## src/rtl/mem_bus_arbiter.sv

```systemverilog
// Two-master arbiter in front of a single-ported RAM model.
// Master 0 is the CPU native bus, master 1 a loader/DMA. One transaction
// is in flight at a time; a watchdog aborts requests the slave never acks.
module mem_bus_arbiter #(
    parameter int unsigned ADDR_WIDTH     = 32,
    parameter int unsigned DATA_WIDTH     = 32,
    parameter int unsigned FIXED_PRIO     = 0,
    parameter int unsigned TIMEOUT_CYCLES = 255,
    parameter logic [DATA_WIDTH-1:0] ERR_RDATA = DATA_WIDTH'(32'hDEADBEEF)
) (
    input  logic                      clk,
    input  logic                      resetn,

    input  logic                      m0_valid,
    input  logic [ADDR_WIDTH-1:0]     m0_addr,
    input  logic [DATA_WIDTH-1:0]     m0_wdata,
    input  logic [DATA_WIDTH/8-1:0]   m0_wstrb,
    output logic [DATA_WIDTH-1:0]     m0_rdata,
    output logic                      m0_ready,

    input  logic                      m1_valid,
    input  logic [ADDR_WIDTH-1:0]     m1_addr,
    input  logic [DATA_WIDTH-1:0]     m1_wdata,
    input  logic [DATA_WIDTH/8-1:0]   m1_wstrb,
    output logic [DATA_WIDTH-1:0]     m1_rdata,
    output logic                      m1_ready,

    output logic                      s_valid,
    output logic [ADDR_WIDTH-1:0]     s_addr,
    output logic [DATA_WIDTH-1:0]     s_wdata,
    output logic [DATA_WIDTH/8-1:0]   s_wstrb,
    input  logic [DATA_WIDTH-1:0]     s_rdata,
    input  logic                      s_ready,

    output logic [1:0]                grant,
    output logic                      timeout_err
);

    localparam int unsigned STRB_WIDTH = DATA_WIDTH / 8;
    localparam int unsigned CNT_WIDTH  = (TIMEOUT_CYCLES > 1) ? $clog2(TIMEOUT_CYCLES + 1) : 1;
    localparam logic [CNT_WIDTH-1:0] CNT_MAX = CNT_WIDTH'(TIMEOUT_CYCLES);
    localparam bit   WDOG_EN     = (TIMEOUT_CYCLES != 0);
    localparam bit   ROUND_ROBIN = (FIXED_PRIO == 0);

    typedef enum logic {
        ST_IDLE = 1'b0,
        ST_BUSY = 1'b1
    } state_t;

    state_t                  state_q,       state_d;
    logic                    s_valid_q,     s_valid_d;
    logic [ADDR_WIDTH-1:0]   s_addr_q,      s_addr_d;
    logic [DATA_WIDTH-1:0]   s_wdata_q,     s_wdata_d;
    logic [STRB_WIDTH-1:0]   s_wstrb_q,     s_wstrb_d;
    logic [1:0]              grant_q,       grant_d;
    logic                    last_grant_q,  last_grant_d;   // 1 = master 1 won last
    logic [CNT_WIDTH-1:0]    wdog_q,        wdog_d;
    logic                    timeout_err_q, timeout_err_d;

    logic                    pick_m1_c;
    logic                    abort_c;
    logic                    done_c;
    logic [DATA_WIDTH-1:0]   rsp_data_c;

    // Abort fires once the stall count has reached the limit; a late s_ready still wins
    assign abort_c    = WDOG_EN && (state_q == ST_BUSY) && !s_ready && (wdog_q == CNT_MAX);
    assign done_c     = (state_q == ST_BUSY) && (s_ready || abort_c);
    assign rsp_data_c = s_ready ? s_rdata : ERR_RDATA;

    // State and latched-request registers
    always_ff @(posedge clk) begin
        if (!resetn) begin
            state_q       <= ST_IDLE;
            s_valid_q     <= 1'b0;
            s_addr_q      <= '0;
            s_wdata_q     <= '0;
            s_wstrb_q     <= '0;
            grant_q       <= 2'b00;
            last_grant_q  <= 1'b1;
            wdog_q        <= '0;
            timeout_err_q <= 1'b0;
        end else begin
            state_q       <= state_d;
            s_valid_q     <= s_valid_d;
            s_addr_q      <= s_addr_d;
            s_wdata_q     <= s_wdata_d;
            s_wstrb_q     <= s_wstrb_d;
            grant_q       <= grant_d;
            last_grant_q  <= last_grant_d;
            wdog_q        <= wdog_d;
            timeout_err_q <= timeout_err_d;
        end
    end

    // Arbitration, request latching, completion and watchdog
    always_comb begin
        state_d       = state_q;
        s_valid_d     = s_valid_q;
        s_addr_d      = s_addr_q;
        s_wdata_d     = s_wdata_q;
        s_wstrb_d     = s_wstrb_q;
        grant_d       = grant_q;
        last_grant_d  = last_grant_q;
        wdog_d        = wdog_q;
        timeout_err_d = timeout_err_q;
        pick_m1_c     = m1_valid && (!m0_valid || (ROUND_ROBIN && !last_grant_q));

        case (state_q)
            ST_IDLE: begin
                if (m0_valid || m1_valid) begin
                    s_addr_d  = pick_m1_c ? m1_addr  : m0_addr;
                    s_wdata_d = pick_m1_c ? m1_wdata : m0_wdata;
                    s_wstrb_d = pick_m1_c ? m1_wstrb : m0_wstrb;
                    grant_d   = pick_m1_c ? 2'b10 : 2'b01;
                    s_valid_d = 1'b1;
                    wdog_d    = '0;
                    state_d   = ST_BUSY;
                end
            end
            ST_BUSY: begin
                if (done_c) begin
                    s_valid_d    = 1'b0;
                    grant_d      = 2'b00;
                    last_grant_d = grant_q[1];
                    state_d      = ST_IDLE;
                    if (abort_c) begin
                        timeout_err_d = 1'b1;
                    end
                end else if (WDOG_EN && (wdog_q != CNT_MAX)) begin
                    wdog_d = wdog_q + CNT_WIDTH'(1);
                end
            end
            default: begin
                state_d = ST_IDLE;
            end
        endcase
    end

    // Slave side: request is withdrawn combinationally in the abort cycle
    assign s_valid     = s_valid_q && !abort_c;
    assign s_addr      = s_addr_q;
    assign s_wdata     = s_wdata_q;
    assign s_wstrb     = s_wstrb_q;
    assign grant       = grant_q;
    assign timeout_err = timeout_err_q;

    // Completion is routed only to the owner; everyone else sees zeros
    assign m0_ready = done_c && grant_q[0];
    assign m1_ready = done_c && grant_q[1];
    assign m0_rdata = m0_ready ? rsp_data_c : '0;
    assign m1_rdata = m1_ready ? rsp_data_c : '0;

endmodule
```

## config.mk

```make
export PLATFORM = sky130hd
export DESIGN_NAME = mem_bus_arbiter
export DESIGN_NICKNAME = d
export VERILOG_FILES = /design/src/rtl/mem_bus_arbiter.sv
export SDC_FILE = /design/constraint.sdc
export NUM_CORES = 1
export LEC_CHECK = 0
export CORE_AREA = 2 2 122 124
export CTS_BUF_LIST = sky130_fd_sc_hd__clkbuf_8
export CTS_CLUSTER_DIAMETER = 60
export DETAILED_ROUTE_END_ITERATION = 16
export DIE_AREA = 0 0 124 126
export HOLD_SLACK_MARGIN = 0.02
export PLACE_DENSITY_LB_ADDON = 0.1
export SYNTH_ARGS = -nofsm -noshare
export SYNTH_HDL_FRONTEND = slang
export SYNTH_SLANG_ARGS = --single-unit
```

## constraint.sdc

```tcl
create_clock -name clk -period 2.4 [get_ports clk]
set_clock_uncertainty 0.2 [all_clocks]
set_input_delay 0.48 -clock clk [delete_from_list [all_inputs] [get_ports clk]]
set_output_delay 0.48 -clock clk [all_outputs]
set_load 0.01 [all_outputs]
```

==> impl_metrics.json, run 1 <==
{
  "fmax_ghz": 0.391,
  "clk_latency_ns": 0.36,
  "path_class": "reg2out",
  "n_antenna_cell": 0,
  "fin_crit_sh": 1.07,
  "yosys.cell_types.count": 35,
  "async_reset_ff_frac": 0,
  "clkSlewWorstSetupHoldPaths_ns": 0.08,
  "arrival_ns": 1.88,
  "mappedNetlistArea_mm2": 0.00408,
  "status": "finished with violations",
  "rrSetupSlack_ns": 0.25,
  "final_cell_mix": "clkdlybuf4s50_1 (242), nor2_1 (105), dfxtp_1 (80)",
  "drv_slew": 0,
  "seq_area_frac_synth": 0.402,
  "grt_pass1_wl_mm": 23.0,
  "cts_max_level": 3,
  "powerDensity_mw_per_mm2": 477,
  "worstMarginPinSlew_ns": 0.391,
  "avgRoutedWirePerCell_um": 15.4,
  "peakVddDrop_mv": 0.305,
  "dp.cells": 977,
  "synth-main-ff-cell": "dfxtp_1",
  "synth_nets": 665,
  "drive_above_1_share": 0.228,
  "synth-edff-count": 0,
  "syn_avg_cell_area_um2": 8.32,
  "startpoint_type": "flop",
  "hold-path-endpoint": "timeout_err$_SDFFE_PN0P_",
  "synth_warnings": 0,
  "numCtsBuffers": 9,
  "setup_viol": 65,
  "cts_tree": "yes",
  "drtPass1Iterations": 4,
  "pin_count": 311,
  "grt.overflow.total": 0,
  "min_path_cells": 1,
  "fillers": 1306,
  "nets": 993,
  "synth-seq-cells": 82,
  "rsz0062_at_grt": "true",
  "min_path_type": "reg2reg",
  "grt_pass1_vias": 4601,
  "cts_sinks": 82,
  "dpl.hpwl_mm": 11.8,
  "antenna_found_initial": 0,
  "drc": 0,
  "hold_start": "timeout_err$_SDFFE_PN0P_",
  "finalWorstSetupSlack_ns": -0.157,
  "reg2regPathDepth": 7,
  "viasPerCell": 4.67,
  "rows": 44,
  "portBuffers": 310,
  "wl_mm": 15.5,
  "grt.total_usage": 0.190,
  "drt-initial-drc-count": 117,
  "final_common_cell": "clkdlybuf4s50_1",
  "worstPathRequired_ns": 1.72,
  "start_util": 0.285,
  "slew_headroom": 0.738,
  "area_delta_synth_final_pct": 97.5,
  "die_x_um": 124,
  "worstReg2RegEnd": "wdog_q[4]$_SDFFE_PN0P_",
  "failed_checks": "setup timing",
  "max_cap_viol_count": 0,
  "grt_max_degree": 71,
  "place_congestion": 0.792,
  "leakagePower_nw": 3.30,
  "synthCells": 491,
  "period_minus_slack_ns": 2.56,
  "fin_cells": 1008,
  "holdBufCountCts": 0,
  "cts.path.max_buffers": 2,
  "cp-end-kind": "primary output",
  "cp_max_fo": 9,
  "drtAntennaViolNets": 0,
  "final_hold_viol_count": 0,
  "dieArea_mm2": 0.0156,
  "rr_startpoint": "wdog_q[0]$_SDFFE_PN0P_",
  "die_h_um": 126,
  "cts_root_buffer": "clkbuf_8",
  "fin_setup_tns_ns": -5.57,
  "core_area_mm2": 0.0143,
  "num_vias": 4704
}
critical path, cell delays in order (launching register included):
cell and delay [ns]:
dfxtp_2 0.34, ha_4 0.16, and2_4 0.16, a31o_4 0.26
nand3_4 0.10, buf_12 0.15, buf_12 0.14, nor2_1 0.05
buf_2 0.15
where the power goes:
| part | internal (mW) | switching (mW) | total (mW) |
|---|---|---|---|
| logic | 0.683 | 0.482 | 1.17 |
| clock network | 0.616 | 0.515 | 1.13 |
| registers | 1.48 | 0.0678 | 1.55 |
per-layer routing:
metal,vias to the layer above,wire length [µm],track usage
li1,2383,-,-
met1,2099,5420,0.185
met2,204,8340,0.369
met3,18,1520,0.0625
met4,0,240,0.0608
met5,-,0,0
layout make-up:
| type | count | area [µm²] | share of cell area |
|---|---|---|---|
| Clock buffer | 10 | 138 | 0.0171 |
| Timing Repair Buffer | 361 | 3470 | 0.430 |
| Clock inverter | 6 | 90.1 | 0.0112 |
| Sequential cell | 82 | 1640 | 0.204 |
| Inverter | 7 | 28.8 | 0.00357 |
| Multi-Input combinational cell | 358 | 2470 | 0.306 |
| Tap cell | 184 | 230 | 0.0285 |
through the flow:
stage / area (µm²) / worst slack [ns] / total power [mW] / utilization / hold WS (ns)
6_report: 8070 / -0.157 / 3.85 / 0.563 / 0.272
5_1_grt: 8070 / -0.221 / 4.06 / 0.563 / 0.299
4_1_cts: 7870 / -0.145 / 3.89 / 0.550 / 0.281
3_5_place_dp: 7570 / -0.527 / 2.72 / 0.529 / 0.260
3_3_place_gp: 7570 / -0.483 / 2.71 / 0.529 / 0.258
2_1_floorplan: 4080 / 0.107 / 2.03 / - / 0.264
registers in the layout (all words and copies together), names as in the netlist:
signal / cells
grant: 2
last_grant_q: 1
s_addr: 32
s_valid_q: 1
s_wdata: 32
s_wstrb: 4
state_q: 1
timeout_err: 1
wdog_q: 8
repair_timing:
item	in CTS	in global routing
resized for setup	325	50
endpoints found under the setup margin	67	67
gates cloned	3	1
pin swaps	17	10
buffers inserted	9	4
synth_stat cells, types with 2 or more instances:
| library cell | n | area share |
|---|---|---|
| nor2_1 | 140 | 0.13 |
| dfxtp_1 | 82 | 0.40 |
| a211oi_1 | 68 | 0.13 |
| mux2i_1 | 68 | 0.17 |
| nor2b_1 | 25 | 0.038 |
| clkbuf_1 | 22 | 0.020 |
| nand2_1 | 13 | 0.012 |
| buf_2 | 12 | 0.015 |
| buf_1 | 7 | 0.0064 |
| inv_1 | 7 | 0.0064 |
| a21oi_1 | 6 | 0.0074 |
| nand3_1 | 5 | 0.0061 |
| nor3_1 | 4 | 0.0049 |
| o21ai_0 | 3 | 0.0037 |
| or3_1 | 3 | 0.0046 |
| buf_6 | 2 | 0.0055 |
| nand4_1 | 2 | 0.0031 |
| o21a_1 | 2 | 0.0037 |
| o22ai_1 | 2 | 0.0031 |
| o31ai_1 | 2 | 0.0037 |
| or4_1 | 2 | 0.0037 |
logic make-up after synthesis:
logic type / share of synthesized area
and+or+nand+nor: 0.209
AOI/OAI and AO/OA: 0.161
DFF: 0.402
muxes: 0.169
buffers and inverters: 0.0552
adders and majority gates: 0.00306
worst max-delay path by stage:
stage	endpoint	start	depth (start not counted)	slack, ns
floorplan	m0_ready	wdog_q[0]$_SDFFE_PN0P_	7	0.11
global placement	m0_rdata[8]	s_ready	6	-0.48
detailed placement	m1_rdata[25]	s_ready	6	-0.53
CTS	m1_rdata[10]	wdog_q[0]$_SDFFE_PN0P_	8	-0.15
global route	m1_rdata[10]	wdog_q[1]$_SDFFE_PN0P_	8	-0.22
finish	m1_rdata[10]	wdog_q[0]$_SDFFE_PN0P_	8	-0.16
No activity file was read; power rests on OpenSTA's default activity.
==> run 2: changes to the inputs <==
--- a/config.mk
+++ b/config.mk
@@ -5,6 +5,7 @@
 export SDC_FILE = /design/constraint.sdc
 export NUM_CORES = 1
 export LEC_CHECK = 0
+export CAP_MARGIN = 20
 export CORE_AREA = 2 2 122 124
 export CTS_BUF_LIST = sky130_fd_sc_hd__clkbuf_8
 export CTS_CLUSTER_DIAMETER = 60
==> results of run 2 <==
The final DEF is identical to that of run 1; final timing and power are the same.
